File: src/rtl/vga_frame_monitor.sv
// vga_frame_monitor: APB-programmable monitor for a VGA pixel stream.
// Measures active pixels per line (HACT), lines per frame (VACT) and
// counts frames. It flags a mismatch against an expected geometry,
// tracks a locked state and raises a level interrupt.
// Optional feature: define VGA_MON_CRC_EN to enable a per-frame CRC-32
// over the {r,g,b} pixel data. Without it, CRC reads as zero.
module vga_frame_monitor (
   input  logic        clock,
   input  logic        reset,
   input  logic [31:0] in_paddr,
   input  logic        in_psel,
   input  logic        in_penable,
   input  logic [2:0]  in_pprot,
   input  logic        in_pwrite,
   input  logic [31:0] in_pwdata,
   input  logic [3:0]  in_pstrb,
   output logic        in_pready,
   output logic [31:0] in_prdata,
   output logic        in_pslverr,
   input  logic [7:0]  vga_r,
   input  logic [7:0]  vga_g,
   input  logic [7:0]  vga_b,
   input  logic        vga_hsync,
   input  logic        vga_vsync,
   input  logic        vga_valid,
   output logic        irq
);

   typedef enum logic [1:0] {S_IDLE, S_WAIT_VS, S_MEASURE} state_t;

   state_t      r_state;
   state_t      w_state_nxt;
   logic        r_enable;
   logic        r_irq_en;
   logic        r_locked;
   logic        r_pair_vld;
   logic        r_frame_done;
   logic        r_mismatch;
   logic [11:0] r_hact;
   logic [11:0] r_vact;
   logic [31:0] r_frames;
   logic [11:0] r_hexp;
   logic [11:0] r_vexp;
   logic [11:0] r_pix_cnt;
   logic [11:0] r_line_cnt;
   logic [11:0] r_line_len;
   logic        r_vs_prev;
   logic        r_vld_prev;

   logic        w_access;
   logic        w_bad;
   logic        w_wr;
   logic        w_wr_ctrl;
   logic        w_wr_stat;
   logic        w_wr_exp;
   logic        w_clear;
   logic        w_vs_fall;
   logic        w_line_end;
   logic        w_meas;
   logic        w_frame;
   logic        w_enter_meas;
   logic        w_leave_meas;
   logic [11:0] w_len_eff;
   logic [11:0] w_lines_eff;
   logic        w_mis_set;
   logic        w_pair_eq;
   logic [31:0] w_crc_rd;
   logic [31:0] w_rdata;

   function automatic logic [11:0] f_sat12(input logic [11:0] v);
      return (v == 12'hFFF) ? v : v + 12'd1;
   endfunction

   assign w_access   = in_psel & in_penable;
   assign w_bad      = (in_paddr[31:5] != 27'd0) | (in_paddr[4:2] == 3'd7);
   assign w_wr       = w_access & in_pwrite & ~w_bad;
   assign w_wr_ctrl  = w_wr & (in_paddr[4:2] == 3'd0);
   assign w_wr_stat  = w_wr & (in_paddr[4:2] == 3'd1);
   assign w_wr_exp   = w_wr & (in_paddr[4:2] == 3'd6);
   assign w_clear    = w_wr_ctrl & in_pwdata[2];

   // A frame boundary is the falling edge of vsync, a line end the falling edge of valid
   assign w_vs_fall  = r_vs_prev & ~vga_vsync;
   assign w_line_end = r_vld_prev & ~vga_valid;
   assign w_meas     = (r_state == S_MEASURE);
   assign w_frame    = w_meas & w_vs_fall;

   // A line ending on the boundary cycle is counted before the frame is latched
   assign w_len_eff   = w_line_end ? r_pix_cnt : r_line_len;
   assign w_lines_eff = w_line_end ? f_sat12(r_line_cnt) : r_line_cnt;
   assign w_mis_set   = w_frame & ({r_vexp, r_hexp} != 24'd0) &
                        ((w_len_eff != r_hexp) | (w_lines_eff != r_vexp));
   assign w_pair_eq   = (w_len_eff == r_hact) & (w_lines_eff == r_vact);

   assign w_enter_meas = (r_state == S_WAIT_VS) & (w_state_nxt == S_MEASURE);
   assign w_leave_meas = w_meas & (w_state_nxt != S_MEASURE);

   // State register
   always_ff @(posedge clock or posedge reset) begin
      if (reset) r_state <= S_IDLE;
      else       r_state <= w_state_nxt;
   end

   // Next-state: disable forces IDLE, clear restarts the search for a boundary
   always_comb begin
      w_state_nxt = r_state;
      case (r_state)
         S_IDLE:    if (r_enable) w_state_nxt = S_WAIT_VS;
         S_WAIT_VS: if (w_vs_fall) w_state_nxt = S_MEASURE;
         S_MEASURE: w_state_nxt = S_MEASURE;
         default:   w_state_nxt = S_IDLE;
      endcase
      if (!r_enable) w_state_nxt = S_IDLE;
      if (w_clear)   w_state_nxt = in_pwdata[0] ? S_WAIT_VS : S_IDLE;
   end

   // Previous vsync/valid samples for edge detection
   always_ff @(posedge clock or posedge reset) begin
      if (reset) begin
         r_vs_prev  <= 1'b1;
         r_vld_prev <= 1'b0;
      end else begin
         r_vs_prev  <= vga_vsync;
         r_vld_prev <= vga_valid;
      end
   end

   // Software-controlled CTRL and EXPECT fields
   always_ff @(posedge clock or posedge reset) begin
      if (reset) begin
         r_enable <= 1'b0;
         r_irq_en <= 1'b0;
         r_hexp   <= 12'd0;
         r_vexp   <= 12'd0;
      end else begin
         if (w_wr_ctrl) begin
            r_enable <= in_pwdata[0];
            r_irq_en <= in_pwdata[1];
         end
         if (w_wr_exp) begin
            r_hexp <= in_pwdata[11:0];
            r_vexp <= in_pwdata[27:16];
         end
      end
   end

   // Pixel and line counters, active only while measuring
   always_ff @(posedge clock or posedge reset) begin
      if (reset) begin
         r_pix_cnt  <= 12'd0;
         r_line_cnt <= 12'd0;
         r_line_len <= 12'd0;
      end else if (w_clear) begin
         r_pix_cnt  <= 12'd0;
         r_line_cnt <= 12'd0;
         r_line_len <= 12'd0;
      end else if (w_enter_meas) begin
         r_pix_cnt  <= 12'd0;
         r_line_cnt <= 12'd0;
      end else if (w_meas) begin
         if (w_line_end) r_line_len <= r_pix_cnt;
         if (w_frame) begin
            r_pix_cnt  <= 12'd0;
            r_line_cnt <= 12'd0;
         end else if (w_line_end) begin
            r_pix_cnt  <= 12'd0;
            r_line_cnt <= f_sat12(r_line_cnt);
         end else if (vga_valid) begin
            r_pix_cnt  <= f_sat12(r_pix_cnt);
         end
      end
   end

   // Per-frame latches and lock tracking
   always_ff @(posedge clock or posedge reset) begin
      if (reset) begin
         r_hact     <= 12'd0;
         r_vact     <= 12'd0;
         r_frames   <= 32'd0;
         r_pair_vld <= 1'b0;
         r_locked   <= 1'b0;
      end else if (w_clear) begin
         r_hact     <= 12'd0;
         r_vact     <= 12'd0;
         r_frames   <= 32'd0;
         r_pair_vld <= 1'b0;
         r_locked   <= 1'b0;
      end else begin
         if (w_frame) begin
            r_hact     <= w_len_eff;
            r_vact     <= w_lines_eff;
            r_frames   <= r_frames + 32'd1;
            r_pair_vld <= 1'b1;
            r_locked   <= r_pair_vld & w_pair_eq;
         end
         if (w_leave_meas) begin
            r_pair_vld <= 1'b0;
            r_locked   <= 1'b0;
         end
      end
   end

   // Sticky status bits: clear beats everything, hardware set beats W1C
   always_ff @(posedge clock or posedge reset) begin
      if (reset) begin
         r_frame_done <= 1'b0;
         r_mismatch   <= 1'b0;
      end else if (w_clear) begin
         r_frame_done <= 1'b0;
         r_mismatch   <= 1'b0;
      end else begin
         if (w_frame)                       r_frame_done <= 1'b1;
         else if (w_wr_stat & in_pwdata[1]) r_frame_done <= 1'b0;
         if (w_mis_set)                     r_mismatch   <= 1'b1;
         else if (w_wr_stat & in_pwdata[2]) r_mismatch   <= 1'b0;
      end
   end

`ifdef VGA_MON_CRC_EN
   localparam logic [31:0] CRC_POLY = 32'h04C1_1DB7;
   localparam logic [31:0] CRC_INIT = 32'hFFFF_FFFF;

   logic [31:0] r_crc_run;
   logic [31:0] r_crc;

   function automatic logic [31:0] f_crc24(input logic [31:0] c, input logic [23:0] d);
      logic [31:0] v;
      logic        fb;
      v = c;
      for (int i = 23; i >= 0; i--) begin
         fb = v[31] ^ d[i];
         v  = {v[30:0], 1'b0} ^ (fb ? CRC_POLY : 32'h0);
      end
      return v;
   endfunction

   // Running CRC over valid pixels, latched and restarted at each frame boundary
   always_ff @(posedge clock or posedge reset) begin
      if (reset) begin
         r_crc_run <= CRC_INIT;
         r_crc     <= 32'd0;
      end else if (w_clear) begin
         r_crc_run <= CRC_INIT;
         r_crc     <= 32'd0;
      end else if (w_enter_meas) begin
         r_crc_run <= CRC_INIT;
      end else if (w_frame) begin
         r_crc     <= r_crc_run;
         r_crc_run <= CRC_INIT;
      end else if (w_meas & vga_valid) begin
         r_crc_run <= f_crc24(r_crc_run, {vga_r, vga_g, vga_b});
      end
   end

   assign w_crc_rd = r_crc;

   logic w_unused_ok;
   assign w_unused_ok = ^{in_pprot, in_pstrb, vga_hsync, in_paddr[1:0],
                          in_pwdata[31:28], in_pwdata[15:12]};
`else
   assign w_crc_rd = 32'd0;

   logic w_unused_ok;
   assign w_unused_ok = ^{in_pprot, in_pstrb, vga_hsync, in_paddr[1:0],
                          in_pwdata[31:28], in_pwdata[15:12], vga_r, vga_g, vga_b};
`endif

   // Register read mux; zero when not selected or on a bad offset
   always_comb begin
      w_rdata = 32'd0;
      if (in_psel && !w_bad) begin
         case (in_paddr[4:2])
            3'd0:    w_rdata = {30'd0, r_irq_en, r_enable};
            3'd1:    w_rdata = {29'd0, r_mismatch, r_frame_done, r_locked};
            3'd2:    w_rdata = {20'd0, r_hact};
            3'd3:    w_rdata = {20'd0, r_vact};
            3'd4:    w_rdata = r_frames;
            3'd5:    w_rdata = w_crc_rd;
            3'd6:    w_rdata = {4'd0, r_vexp, 4'd0, r_hexp};
            default: w_rdata = 32'd0;
         endcase
      end
   end

   assign in_prdata  = w_rdata;
   assign in_pready  = w_access;
   assign in_pslverr = w_access & w_bad;
   assign irq        = r_irq_en & (r_frame_done | r_mismatch);

endmodule

File: config.mk
export PLATFORM = sky130hd
export DESIGN_NAME = vga_frame_monitor
export DESIGN_NICKNAME = d
export VERILOG_FILES = /design/src/rtl/vga_frame_monitor.sv
export SDC_FILE = /design/constraint.sdc
export NUM_CORES = 1
export LEC_CHECK = 0
export ABC_AREA = 1
export BUFFER_PORTS_ARGS = -buffer_cell sky130_fd_sc_hd__buf_4
export CAP_MARGIN = 20
export CORE_MARGIN = 3
export CORE_UTILIZATION = 45
export DETAILED_ROUTE_END_ITERATION = 12
export PLACE_DENSITY_LB_ADDON = 0.05
export SLEW_MARGIN = 20
export SYNTH_ARGS = -nofsm -noshare
export SYNTH_HDL_FRONTEND = slang
export SYNTH_SLANG_ARGS = --single-unit
File: constraint.sdc
create_clock -name clock -period 10.6 [get_ports clock]
set_clock_uncertainty 0.15 [all_clocks]
set_input_delay 3.18 -clock clock [delete_from_list [all_inputs] [get_ports clock]]
set_output_delay 3.18 -clock clock [all_outputs]
set_load 0.05 [all_outputs]
==> impl_metrics.csv <==
group,metric,value,unit
setup_path,end_kind,"output port",
cells_and_area,final_cells,1424,
pwr,clock_power_share,39.2,%
global_routing,grt_max_degree,83,
global_routing,grt_overflow_total,0,
cells_and_area,utilization,54.8,%
global_routing,antenna_found_initial,0,
routing,drc,0,
synth,yosys.area.top_type,"dfrtp_1",
pwr,p_leak,0.00445,uW
clock_network,root_buffer,"clkbuf_16",
sta,period_needed,8.48,ns
cells_and_area,register_area,3150,sq um
sta,max_freq,0.118,GHz
die,io_pins,138,
die,row_count,48,
routing,vias,7780,
setup_path,worstSetupPathType,"primary input to output port",
synth,synth_top_area_share,39.0,%
placement,placed_cells,1392,
job,maxCapViolCount,0,
cells_and_area,antenna_cells,0,
synth,ys_seq_area_share,39.4,%
cells_and_area,fillers,1703,
cells_and_area,drive_gt1_share,15.1,%
setup_path,cp-start-kind,"primary input",
hold_path,hold_class,"flip-flop to flip-flop",
sta,tns,0,ns
setup_path,r2r-start,"r_state[0]$_DFF_PP0_",
clock_network,postCtsHoldBufs,0,
clock_network,cts.sinks,126,
routing,drtPass1Iterations,6,
sta,maxSlewViolCount,0,
pwr,p_sw_share,33.3,%
routing,drtIter0Drc,676,
sta,maxSlewHeadroom,29.2,%
synth,ys_seq_elements,126,
global_routing,grt_pass1_wl,39700,microns
cells_and_area,stdcell_area,9510,sq um
synth,syn_avg_cell_area,7.26,sq um
sta,hold_viol_final,0,
global_routing,track_usage,25.6,%
setup_path,critPathMaxFanout,24,
cells_and_area,multi_input_area,4160,sq um
pwr,internal-power,1060,uW
cells_and_area,area_growth,18.6,%
sta,worst_slew_pin_slew,1.06,ns
synth,syn_nets,1210,
cells_and_area,final_nets,1292,
pwr,pwr-share-seq,37.3,%
sta,setup_viol,0,
clock_network,numCtsBuffers,17,
synth,yosysMostFrequentCell,"nand2_1",
clock_network,clock_latency,0.42,ns
die,die_area,19400,sq um
synth,netlist_area,8020,sq um
clock_network,clk_pin_slew_worst_paths,0.05,ns
global_routing,grt_pass1_vias,7423,
setup_path,worstPathRequired,7.27,ns
run_status,status,"complete, no violations",
routing,viasPerCell,5.46,
synth,synth-edff-count,0,
synth,yosys_warnings,0,
synth,synthCells,1104,
routing,wl,24600,microns
clock_network,cts_tree,"built",
pwr,power.density,167,nW/um^2
clock_network,htreeDepth,4,
hold_path,hp-start,"r_line_len[8]$_DFFE_PP0P_",
pwr,net-switching-power,529,uW
sta,rsz0062_at_grt,"no",
sta,min_period_over_period,80.0,%
die,initial_core_util,46.2,%
routing,drt.antenna.violating_nets,0,
pwr,ir_drop,0.135,mV
placement,finalWeightedCongestion,0.890,
setup_path,critPathLaunch,"in_paddr[3]",
die,core-area,17400,sq um
sta,hold_ws,0.339,ns
die,dieHeight,139,microns
pwr,power_frac_comb,23.5,%
hold_path,holdPathStages,2,
synth,netlist_top_cells_area,"dfrtp_1, nand2_1, inv_1",
synth,synth_ff_type,"dfrtp_1",
placement,dp_hpwl,18200,microns
synth,synthTopCellsByCount,"nand2_1, inv_1, dfrtp_1, nand3_1, o21ai_0",
synth,synth_cell_types,47,
setup_path,ff2ff_path_depth,9,
clock_network,post_cts_buffers,0,
synth,async_flop_share,100,%
placement,numPortBuffers,95,
routing,wire_per_inst,17.3,microns
placement,place_area,8880,sq um
setup_path,worstPathArrival,5.15,ns
clock_network,cts_resized,0,
clock_network,cts.path.max_buffers,2,
die,die_w,139,microns
[registers in the layout (all words and copies together), names as in the netlist]
signal	flops
r_enable	1
r_frame_done	1
r_frames	32
r_hact	12
r_hexp	12
r_irq_en	1
r_line_cnt	12
r_line_len	12
r_locked	1
r_mismatch	1
r_pair_vld	1
r_pix_cnt	12
r_state	2
r_vact	12
r_vexp	12
r_vld_prev	1
r_vs_prev	1
[logic make-up after synthesis]
group | Yosys count | synth area share (%)
simple gates | 578 | 34.0
mux | 3 | 0.421
xor+xnor | 39 | 4.26
buf+inv | 177 | 8.96
compound gates | 178 | 12.5
flops | 126 | 39.4
fa+ha+maj | 3 | 0.468
[path summary, 6_finish.rpt]
kind	end	slack, ns
min in group asynchronous	r_vexp[10]$_DFFE_PP0P_	2.75
worst min-delay path	r_line_len[8]$_DFFE_PP0P_	0.34
worst max register to register	r_line_cnt[6]$_DFFE_PP0P_	7.48
worst max-delay path	in_prdata[6]	2.12
max in group asynchronous	r_line_cnt[4]$_DFFE_PP0P_	6.42
worst min register to register	r_line_len[8]$_DFFE_PP0P_	0.34
[stage by stage]
step                power, uW  worst slack, ns
finish                   1590             2.12
global route             1670             1.96
CTS                      1600             2.11
detailed placement        970             2.10
global placement          967             2.12
floorplan                 868             2.21
[power groups by stage]
stage	clock network [uW]	registers, uW	logic, uW
final	622	593	374
after global routing	653	598	421
after CTS	632	591	374
after detailed placement	0	599	371
after global placement	0	598	369
after floorplan	0	583	285
[cells in the final DEF, fill, tap and decap left out, types with 7 or more instances in the layout]
cell type	instances
buf_4	103
a31oi_1	8
o22ai_1	19
a21oi_1	35
nor4_1	16
nand2_1	300
nor2_1	62
nand3_1	79
o21ai_1	11
inv_1	131
o21ai_0	78
nor3_1	38
xor2_1	34
nand3b_1	16
nand2_2	7
clkbuf_16	17
dfrtp_1	125
nand4_1	28
[per-layer routing]
layer  track usage (%)  wire, microns  vias up  part of all wire, %
met3              5.02           1290       28                  5.2
li1                  -              -     3844                    -
met4              8.75            608        0                  2.5
met2              40.2          11300      237                   46
met1              35.6          11500     3671                   47
met5                 0              0        -                    0
[critical path, cell delays in order]
cell and delay [ns]:
buf_4 0.13, nor2_1 0.13, nand2_1 0.27, inv_1 0.63
nand2_1 0.24, a41oi_1 0.31, buf_4 0.26
[area by class of cell]
cell class                      instances  area share (%)
Timing Repair Buffer                  103            8.13
Clock inverter                         12            1.75
Tap cell                              225            2.96
Clock buffer                           20            4.80
Sequential cell                       126            33.2
Multi-Input combinational cell        801            43.7
Inverter                              137            5.46
(Power assumes the default switching activity.)
